File: src/rtl/mdu_pkg.sv
// Shared definitions for ex_mdu: operation encoding, controller states and default width.
// The DIVZERO state is present only when MDU_DIV_EN is defined.
package mdu_pkg;

    localparam int MDU_WIDTH = 32;

    typedef enum logic [1:0] {
        OP_MULT  = 2'd0,
        OP_MULTU = 2'd1,
        OP_DIV   = 2'd2,
        OP_DIVU  = 2'd3
    } op_e;

    typedef enum logic [1:0] {
        IDLE    = 2'd0,
        BUSY    = 2'd1,
        DONE    = 2'd2
`ifdef MDU_DIV_EN
        ,
        DIVZERO = 2'd3
`endif
    } state_e;

    function automatic logic op_is_div(input op_e op);
        return (op == OP_DIV) || (op == OP_DIVU);
    endfunction

    function automatic logic op_is_signed(input op_e op);
        return (op == OP_MULT) || (op == OP_DIV);
    endfunction

endpackage

File: src/rtl/mdu_sign_fix.sv
// Conditional two's-complement negate: yields |x| from a signed operand, or
// restores the sign of a magnitude result.
module mdu_sign_fix #(
    parameter int W = 32
) (
    input  logic         neg_i,
    input  logic [W-1:0] data_i,
    output logic [W-1:0] data_o
);

    assign data_o = neg_i ? (W'(0) - data_i) : data_i;

endmodule

File: src/rtl/ex_mdu.sv
// Iterative multiply/divide unit for the EX stage: radix-2 shift-add multiply and
// restoring divide on magnitudes. Divide support is enabled by defining MDU_DIV_EN.
module ex_mdu
    import mdu_pkg::*;
#(
    parameter int WIDTH = MDU_WIDTH
) (
    input  logic               clk,
    input  logic               rst,
    input  logic               start_i,
    input  logic               annul_i,
    input  logic [1:0]         op_i,
    input  logic [WIDTH-1:0]   opdata1_i,
    input  logic [WIDTH-1:0]   opdata2_i,
    output logic [2*WIDTH-1:0] result_o,
    output logic               ready_o,
    output logic               divzero_o,
    output logic               stallreq_o
);

    localparam int CNT_W = $clog2(WIDTH) + 1;

    state_e             state_q, state_d;
    logic [CNT_W-1:0]   cnt_q, cnt_d;
    logic [2*WIDTH-1:0] acc_q, acc_d;
    logic [WIDTH-1:0]   b_q, b_d;
    logic               neg_res_q, neg_res_d;
    logic [2*WIDTH-1:0] result_q, result_d;

    op_e                op_in;
    logic               a_neg, b_neg, accept, stall;
    logic [WIDTH-1:0]   a_mag, b_mag;
    logic [WIDTH:0]     mul_sum;
    logic [2*WIDTH-1:0] iter_next, prod_fix, final_res;

`ifdef MDU_DIV_EN
    logic               div_q, div_d;
    logic               neg_rem_q, neg_rem_d;
    logic               dz_q, dz_d;
    logic [WIDTH:0]     rem_sh, rem_diff;
    logic [2*WIDTH-1:0] div_next;
    logic [WIDTH-1:0]   quo_fix, rem_fix;
`endif

    assign op_in  = op_e'(op_i);
    assign a_neg  = op_is_signed(op_in) & opdata1_i[WIDTH-1];
    assign b_neg  = op_is_signed(op_in) & opdata2_i[WIDTH-1];
    assign accept = (state_q == IDLE) & start_i & ~annul_i;

    mdu_sign_fix #(.W(WIDTH)) u_fix_a (.neg_i(a_neg), .data_i(opdata1_i), .data_o(a_mag));
    mdu_sign_fix #(.W(WIDTH)) u_fix_b (.neg_i(b_neg), .data_i(opdata2_i), .data_o(b_mag));

    // Multiply step: conditionally add the multiplicand into HI, then shift {HI,LO} right.
    always_comb begin
        mul_sum = {1'b0, acc_q[2*WIDTH-1:WIDTH]};
        if (acc_q[0]) begin
            mul_sum = mul_sum + {1'b0, b_q};
        end
    end

    mdu_sign_fix #(.W(2*WIDTH)) u_fix_prod (.neg_i(neg_res_q), .data_i(iter_next), .data_o(prod_fix));

`ifdef MDU_DIV_EN
    // Divide step: {rem,quo} shifts left; a borrow out of rem_diff means "restore".
    assign rem_sh   = acc_q[2*WIDTH-1:WIDTH-1];
    assign rem_diff = rem_sh - {1'b0, b_q};
    assign div_next = rem_diff[WIDTH] ? {rem_sh[WIDTH-1:0],   acc_q[WIDTH-2:0], 1'b0}
                                      : {rem_diff[WIDTH-1:0], acc_q[WIDTH-2:0], 1'b1};

    mdu_sign_fix #(.W(WIDTH)) u_fix_quo (.neg_i(neg_res_q), .data_i(iter_next[WIDTH-1:0]),
                                         .data_o(quo_fix));
    mdu_sign_fix #(.W(WIDTH)) u_fix_rem (.neg_i(neg_rem_q), .data_i(iter_next[2*WIDTH-1:WIDTH]),
                                         .data_o(rem_fix));

    assign iter_next = div_q ? div_next : {mul_sum, acc_q[WIDTH-1:1]};
    assign final_res = div_q ? {rem_fix, quo_fix} : prod_fix;
    assign divzero_o = (state_q == DONE) & dz_q;
`else
    assign iter_next = {mul_sum, acc_q[WIDTH-1:1]};
    assign final_res = prod_fix;
    assign divzero_o = 1'b0;
`endif

    // NOTE: every signal gets its default first, so no path through this block infers a latch.
    always_comb begin
        state_d   = state_q;
        cnt_d     = cnt_q;
        acc_d     = acc_q;
        b_d       = b_q;
        neg_res_d = neg_res_q;
        result_d  = result_q;
        stall     = 1'b0;
`ifdef MDU_DIV_EN
        div_d     = div_q;
        neg_rem_d = neg_rem_q;
        dz_d      = (state_q == DIVZERO);
`endif
        case (state_q)
            IDLE: begin
                if (accept) begin
                    stall     = 1'b1;
                    cnt_d     = '0;
                    neg_res_d = a_neg ^ b_neg;
                    acc_d     = {{WIDTH{1'b0}}, b_mag};
                    b_d       = a_mag;
                    state_d   = BUSY;
`ifdef MDU_DIV_EN
                    div_d     = op_is_div(op_in);
                    neg_rem_d = a_neg;
                    if (op_is_div(op_in)) begin
                        acc_d   = {{WIDTH{1'b0}}, a_mag};
                        b_d     = b_mag;
                        state_d = (opdata2_i == '0) ? DIVZERO : BUSY;
                    end
`else
                    if (op_is_div(op_in)) begin
                        state_d  = DONE;
                        result_d = '0;
                    end
`endif
                end
            end
            BUSY: begin
                stall = 1'b1;
                if (annul_i) begin
                    state_d = IDLE;
                end else begin
                    acc_d = iter_next;
                    if (cnt_q == CNT_W'(WIDTH - 1)) begin
                        state_d  = DONE;
                        result_d = final_res;
                    end else begin
                        cnt_d = cnt_q + 1'b1;
                    end
                end
            end
`ifdef MDU_DIV_EN
            DIVZERO: begin
                stall = 1'b1;
                if (annul_i) begin
                    state_d = IDLE;
                end else begin
                    state_d  = DONE;
                    result_d = '0;
                end
            end
`endif
            DONE:    state_d = IDLE;
            default: state_d = IDLE;
        endcase
    end

    always_ff @(posedge clk) begin
        if (rst) begin
            state_q  <= IDLE;
            cnt_q    <= '0;
            result_q <= '0;
`ifdef MDU_DIV_EN
            dz_q     <= 1'b0;
`endif
        end else begin
            state_q  <= state_d;
            cnt_q    <= cnt_d;
            result_q <= result_d;
`ifdef MDU_DIV_EN
            dz_q     <= dz_d;
`endif
        end
    end

    // NOTE: datapath registers carry no reset; each is loaded on acceptance before it is read.
    always_ff @(posedge clk) begin
        acc_q     <= acc_d;
        b_q       <= b_d;
        neg_res_q <= neg_res_d;
`ifdef MDU_DIV_EN
        div_q     <= div_d;
        neg_rem_q <= neg_rem_d;
`endif
    end

    assign result_o   = result_q;
    assign ready_o    = (state_q == DONE);
    assign stallreq_o = stall & ~rst;

endmodule

File: config.mk
export PLATFORM = sky130hd
export DESIGN_NAME = ex_mdu
export DESIGN_NICKNAME = d
export VERILOG_FILES = /design/src/rtl/mdu_pkg.sv /design/src/rtl/mdu_sign_fix.sv /design/src/rtl/ex_mdu.sv
export SDC_FILE = /design/constraint.sdc
export NUM_CORES = 1
export LEC_CHECK = 0
export ABC_AREA = 1
export BUFFER_PORTS_ARGS = -buffer_cell sky130_fd_sc_hd__clkbuf_2
export CORE_MARGIN = 3
export CORE_UTILIZATION = 65
export DETAILED_ROUTE_END_ITERATION = 6
export GPL_ROUTABILITY_DRIVEN = 0
export PLACE_DENSITY = 0.88
export SLEW_MARGIN = 10
export SYNTH_ARGS = -nofsm -noshare
export SYNTH_HDL_FRONTEND = slang
export SYNTH_HIERARCHICAL = 1
export SYNTH_SLANG_ARGS = --single-unit
File: constraint.sdc
create_clock -name clk -period 6.2 [get_ports clk]
set_input_delay 0.93 -clock clk [delete_from_list [all_inputs] [get_ports clk]]
set_output_delay 0.93 -clock clk [all_outputs]
set_load 0.01 [all_outputs]
# Yosys cells after proc, flatten, opt, wreduce, memory -nomap -nowiden
# Index checks and enable logic that the tools add are counted.
[totals] ff_bits=169 inputBits=70 out_inout_bits=67 wordCells=63
[classes] addsub=5 eq_ne=11 mux=23 bitwise_logic=8 n_reduce_logical=10
[ops] operator="$mux W64" count=7
[ops] operator="$pmux W64 S2" count=2
[ops] operator="$mux W32" count=2
[ops] operator="$sub A1 B32 Y32 const A" count=2
[ops] operator="$sub A1 B64 Y64 const A" count=1
[ops] operator="$add A32 B32 Y33" count=1
[ops] operator="$mux W33" count=1
[ops] operator="$mux W6" count=3
[ops] operator="$pmux W6 S2" count=1
[ops] operator="$mux W2" count=4
[ops] operator="$ne A2 B2 Y1 const B" count=4
[ops] operator="$add A6 B1 Y6 const B" count=1
[ops] operator="$eq A2 B2 Y1 const B" count=3
[ops] operator="$eq A6 B5 Y1 const B" count=1
[ops] operator="$and A1 B1 Y1" count=5
[ops] operator="$reduce_and A5 Y1" count=1
[ops] operator="$logic_not A2 Y1" count=2
[ops] operator="$pmux W2 S2" count=1
[ops] operator="$reduce_and A2 Y1" count=2
[ops] operator="$reduce_and A4 Y1" count=1
[ops] operator="$ne A3 B3 Y1 const B" count=1
[ops] operator="$reduce_and A3 Y1" count=1
[ops] operator="$eq A2 B1 Y1 const B" count=1
[ops] operator="$logic_or A1 B1 Y1" count=2
[ops] operator="6 further kinds" count=7

# Longest topological paths before layout
[logic_depth] ltp_word=7 mapped_depth=27 ltp_nobuf=27

# By module
# The synthesis kept the hierarchy.
[by_module_without_submodules] mod="ex_mdu" instances=1 cells_per_inst=1143 area_per_inst_um2=8913.5 seq_area_each_um2=4354.2
[by_module_without_submodules] mod="mdu_sign_fix at u_fix_prod" instances=1 cells_per_inst=498 area_per_inst_um2=2411.1 seq_area_each_um2=0.0
[by_module_without_submodules] mod="mdu_sign_fix at u_fix_a ..." instances=2 cells_per_inst=225 area_per_inst_um2=1052.3 seq_area_each_um2=0.0

# Least setup slack after synthesis
# No wires, ideal clock.
[synth_path] kind="in2reg" start="in annul_i" end="reg cnt_q[5]" setup_ns=0.111 arrival_ns=3.535 t_required_ns=6.089 setup_slack_ns=2.554 stages=8 path_buffers=0 cell_sequence="o21ai_2 -> nand2_1 -> inv_1 -> nand4_1 -> nor2_1 -> nand2_1 -> nand2_1 -> nor2_1"
[synth_between] elab_chain_len=4 word_cells_on_any_way=5 cone_classes="2 x eq/ne; 2 x bitwise; 1 x reduce/logical"
[synth_rtl] element="start: declaration" line="ex_mdu.sv:11" text="input logic annul_i,"
[synth_rtl] element="$not A1 Y1" line="ex_mdu.sv:48" text="assign accept = (state_q == IDLE) & start_i & ~annul_i;"
[synth_rtl] element="$and A1 B1 Y1" line="ex_mdu.sv:48"
[synth_rtl] element="$ne A2 B2 Y1 (no line)"
[synth_rtl] element="$reduce_and A4 Y1 (no line) (*)"
[synth_rtl] element="end signal: assignment" line="ex_mdu.sv:163" text="cnt_q <= cnt_d;"
[synth_rtl] element="end: declaration" line="ex_mdu.sv:24" text="logic [CNT_W-1:0] cnt_q, cnt_d;"
# Every way passes the cells marked *; elsewhere a longest branch is shown, timed or not.
# A chain may end at the register's enable or synchronous reset.

# Worst setup path after layout
[layout_path] start="reg acc_q[32]" end="reg result_q[63] (netlist: result_o[63])"
[layout_between] elab_chain_len=7
[layout_rtl] element="start: declaration" line="ex_mdu.sv:25" text="logic [2*WIDTH-1:0] acc_q, acc_d;"
[layout_rtl] element="start signal: assignment" line="ex_mdu.sv:173" text="acc_q <= acc_d;"
[layout_rtl] element="$add A32 B32 Y33" line="ex_mdu.sv:57" text="mul_sum = mul_sum + {1'b0, b_q};"
[layout_rtl] element="$mux W33" line="ex_mdu.sv:56" text="if (acc_q[0]) begin"
[layout_rtl] element="via mul_sum[20]" line="ex_mdu.sv:33" text="logic [WIDTH:0] mul_sum;"
[layout_rtl] element="$sub A1 B64 Y64" line="mdu_sign_fix.sv:11" text="assign data_o = neg_i ? (W'(0) - data_i) : data_i;"
[layout_rtl] element="$mux W64" line="mdu_sign_fix.sv:11"
[layout_rtl] element="via final_res[63]" line="ex_mdu.sv:34" text="logic [2*WIDTH-1:0] iter_next, prod_fix, final_res;"
[layout_rtl] element="$mux W64" line="ex_mdu.sv:129" text="if (cnt_q == CNT_W'(WIDTH - 1)) begin"
[layout_rtl] element="$mux W64" line="ex_mdu.sv:125" text="if (annul_i) begin"
[layout_rtl] element="$pmux W64 S2" line="ex_mdu.sv:98" text="case (state_q)"
[layout_rtl] element="end signal: assignment" line="ex_mdu.sv:164" text="result_q <= result_d;"
[layout_rtl] element="end: declaration" line="ex_mdu.sv:28" text="logic [2*WIDTH-1:0] result_q, result_d;"
# The timed path passes the listed nets, and every way through them passes these cells. The select of a mux whose other input is x is not followed.

==> results.sh <==
export IMPL_status="finished, final reports clean"
export IMPL_report_final_slew_viol_count=0
export IMPL_finalClockSkew_ns=0.0141
export IMPL_wl_met3_um=4310
export IMPL_drv_cap=0
export IMPL_min_period_over_period_pct=60.7
export IMPL_syn_area_per_cell_um2=6.42
export IMPL_dp_worst_setup_slack_ns=2.56
export IMPL_top_level_ports=137
export IMPL_fmax_ghz=0.266
export IMPL_die_x_um=150
export IMPL_cts_resized=0
export IMPL_wl_met1_um=15700
export IMPL_setup_slack_ns=2.43
export IMPL_grt_pass1_vias=12300
export IMPL_worst_slew_pin_slew_ns=1.24
export IMPL_clk_path_buf_depth=2
export IMPL_synth_top_area_cell="edfxtp_1"
export IMPL_final_common_cell="nand2_1"
export IMPL_io_buffers=135
export IMPL_synth_cell_types=41
export IMPL_hold_buffers=0
export IMPL_grt_max_degree=71
export IMPL_die_h_um=150
export IMPL_async_flop_share_pct=0
export IMPL_die_area_mm2=0.0224
export IMPL_seq_area_mm2=0.00435
export IMPL_clk_latency_ns=0.44
export IMPL_grt_setup_unrepaired="false"
export IMPL_viasPerCell=5.66
export IMPL_syn2layout_area_growth_pct=10.1
export IMPL_ys_ff_latch=169
export IMPL_initial_utilization_pct=67.7
export IMPL_synthCells=2091
export IMPL_start_kind="register"
export IMPL_drive_above_1_share_pct=11.9
export IMPL_wl_met2_um=16500
export IMPL_synth_edff_count=97
export IMPL_cts_buffers=17
export IMPL_cts_clk_slew_worst_paths_ns=0.07
export IMPL_clockRootBuffer="clkbuf_16"
export IMPL_cp_end_kind="register"
export IMPL_hold_class="register to register"
export IMPL_routed_top_layer="met4"
export IMPL_antenna_found_initial=0
export IMPL_track_usage_pct=33.2
export IMPL_min_from="cnt_q[1]$_SDFFE_PP0P_"
export IMPL_setup_worst_path_class="register to register"
export IMPL_critPathMaxFanout=5
export IMPL_finish_instance_area_mm2=0.0148
export IMPL_cts_htree_levels=4
export IMPL_cp_startpoint="acc_q[32]$_SDFFCE_PN0P_"
export IMPL_fillers=1591
export IMPL_tns_ns=0
export IMPL_grt_pass1_wl_um=59800
export IMPL_wire_per_inst_um=15.2
export IMPL_powerDensity_mw_per_mm2=240
export IMPL_clock_sinks=169
export IMPL_drc=0
export IMPL_fin_crit_ns=3.77
export IMPL_yosys_warnings=6
export IMPL_postCtsSetupBuffers=0
export IMPL_finalSetupViolCount=0
export IMPL_vias=14000
export IMPL_vdd_drop_max_uv=152
export IMPL_slew_headroom_pct=17.2
export IMPL_r2r_slack_ns=2.43
export IMPL_synth_fp_nets=2198
export IMPL_syn_area_mm2=0.0134
export IMPL_postRouteAntennaNets=0
export IMPL_gr_total_overflow=0
export IMPL_synth_ff_type="edfxtp_1"
export IMPL_seq_area_frac_synth_pct=32.4
export IMPL_rows=51
export IMPL_drt_initial_drc_count=1844
export IMPL_dr_pass1_iters=6
export IMPL_r2r_start="acc_q[32]$_SDFFCE_PN0P_"
export IMPL_layout_nets=2304
export IMPL_hold_viol=0
export IMPL_cts_tree="done"
export IMPL_yosysTopAreaCellShare_pct=21.7
export IMPL_power_leakage_nw=7.33
export IMPL_most_common_layout_cells="nand2_1 (770), nor2_1 (333), inv_1 (251)"
export IMPL_routed_wl_um=37500
export IMPL_postPlaceCellArea_mm2=0.0142
export IMPL_core_area_mm2=0.0198
export IMPL_antenna_cells=0
export IMPL_multi_input_area_mm2=0.00777
export IMPL_synth_area_leaders="edfxtp_1 (22%), nand2_1 (22%), dfxtp_1 (11%)"
export IMPL_dp_hpwl_um=29000
export IMPL_crit_required_ns=6.50
export IMPL_cp_arrival_ns=4.07
cells in the mapped netlist, types with 14 or more instances:
cell type  count
clkbuf_1      21
nand4_1       20
nand3_1      117
xor2_1        38
o21ai_0       40
ha_1          36
dfxtp_1       72
xnor2_1       38
a22oi_1       64
nor2_1       335
nor2_4        14
inv_1        251
nor2_2        19
edfxtp_1      97
a21oi_1       36
nand2_1      771
path summary, 6_finish.rpt:
kind	depth (start not counted)	to
max	22	result_o[63]$_SDFFE_PP0P_
min	2	cnt_q[1]$_SDFFE_PP0P_
min reg2reg	2	cnt_q[1]$_SDFFE_PP0P_
max reg2reg	22	result_o[63]$_SDFFE_PP0P_
cell families after synthesis:
kind of cell             after synthesis  share of synthesized area [%]
AO/OA/AOI/OAI                        163                           7.90
adder cells (fa/ha/maj)               37                           3.50
flip-flops                           169                           32.4
AND/OR/NAND/NOR                     1330                           41.4
XOR/XNOR                              76                           4.96
other                                  1                         0.0279
buffers and inverters                315                           9.79
registers in the layout, summed over array words and instances, names as in the netlist:
| name | flops |
|---|---|
| acc_q | 64 |
| state_q | 2 |
| b_q | 32 |
| cnt_q | 6 |
| neg_res_q | 1 |
| result_o | 64 |
area by class of cell:
class	count	area share, %
clock buffer	18	3.05
clock inverter	14	1.14
inverter	259	6.57
multi-input combinational	1607	52.6
sequential	169	29.4
tap	265	2.24
timing repair buffer	143	4.98
through the flow:
step	utilization, %	hold WS, ns	cells	power [W]
final	74.5	0.497	2475	0.00355
after global routing	74.5	0.535	2475	0.00373
after CTS	74.5	0.499	2475	0.00352
after detailed placement	71.4	0.488	2443	0.00242
after global placement	71.4	0.477	2443	0.00239
after floorplan	-	0.462	2091	0.00214
per-layer routing:
metal	vias to the layer above	GRT usage (%)
met5	-	0
met4	0	10.2
met3	93	5.78
met2	806	51.4
met1	6314	47.6
li1	6801	-
worst max-delay path, cell delays in order, from the launching register on:
cell      delay (ns)
edfxtp_1        0.40
ha_1            0.29
fa_1            0.49
nand3_1         0.13
nand3_1         0.18
nand3_1         0.12
nand3_1         0.17
nand2_1         0.13
nand2_1         0.06
nand2_1         0.05
nand3_1         0.05
o21ai_0         0.14
inv_1           0.14
nor2_1          0.15
nand2_1         0.07
nor2_1          0.21
nand2_1         0.08
o21ai_0         0.33
nand2_1         0.11
nand2_1         0.07
nand2_1         0.04
a22oi_1         0.15
nor2_1          0.06
where the power goes:
part / leakage [nW] / internal [W] / switching [W]
registers: 1.50 / 0.00128 / 0.0000741
clock network: 0.304 / 0.000602 / 0.000503
logic: 5.52 / 0.000326 / 0.000760
total: 7.33 / 0.00221 / 0.00134
Note: power is estimated with default switching activity, not from simulation.
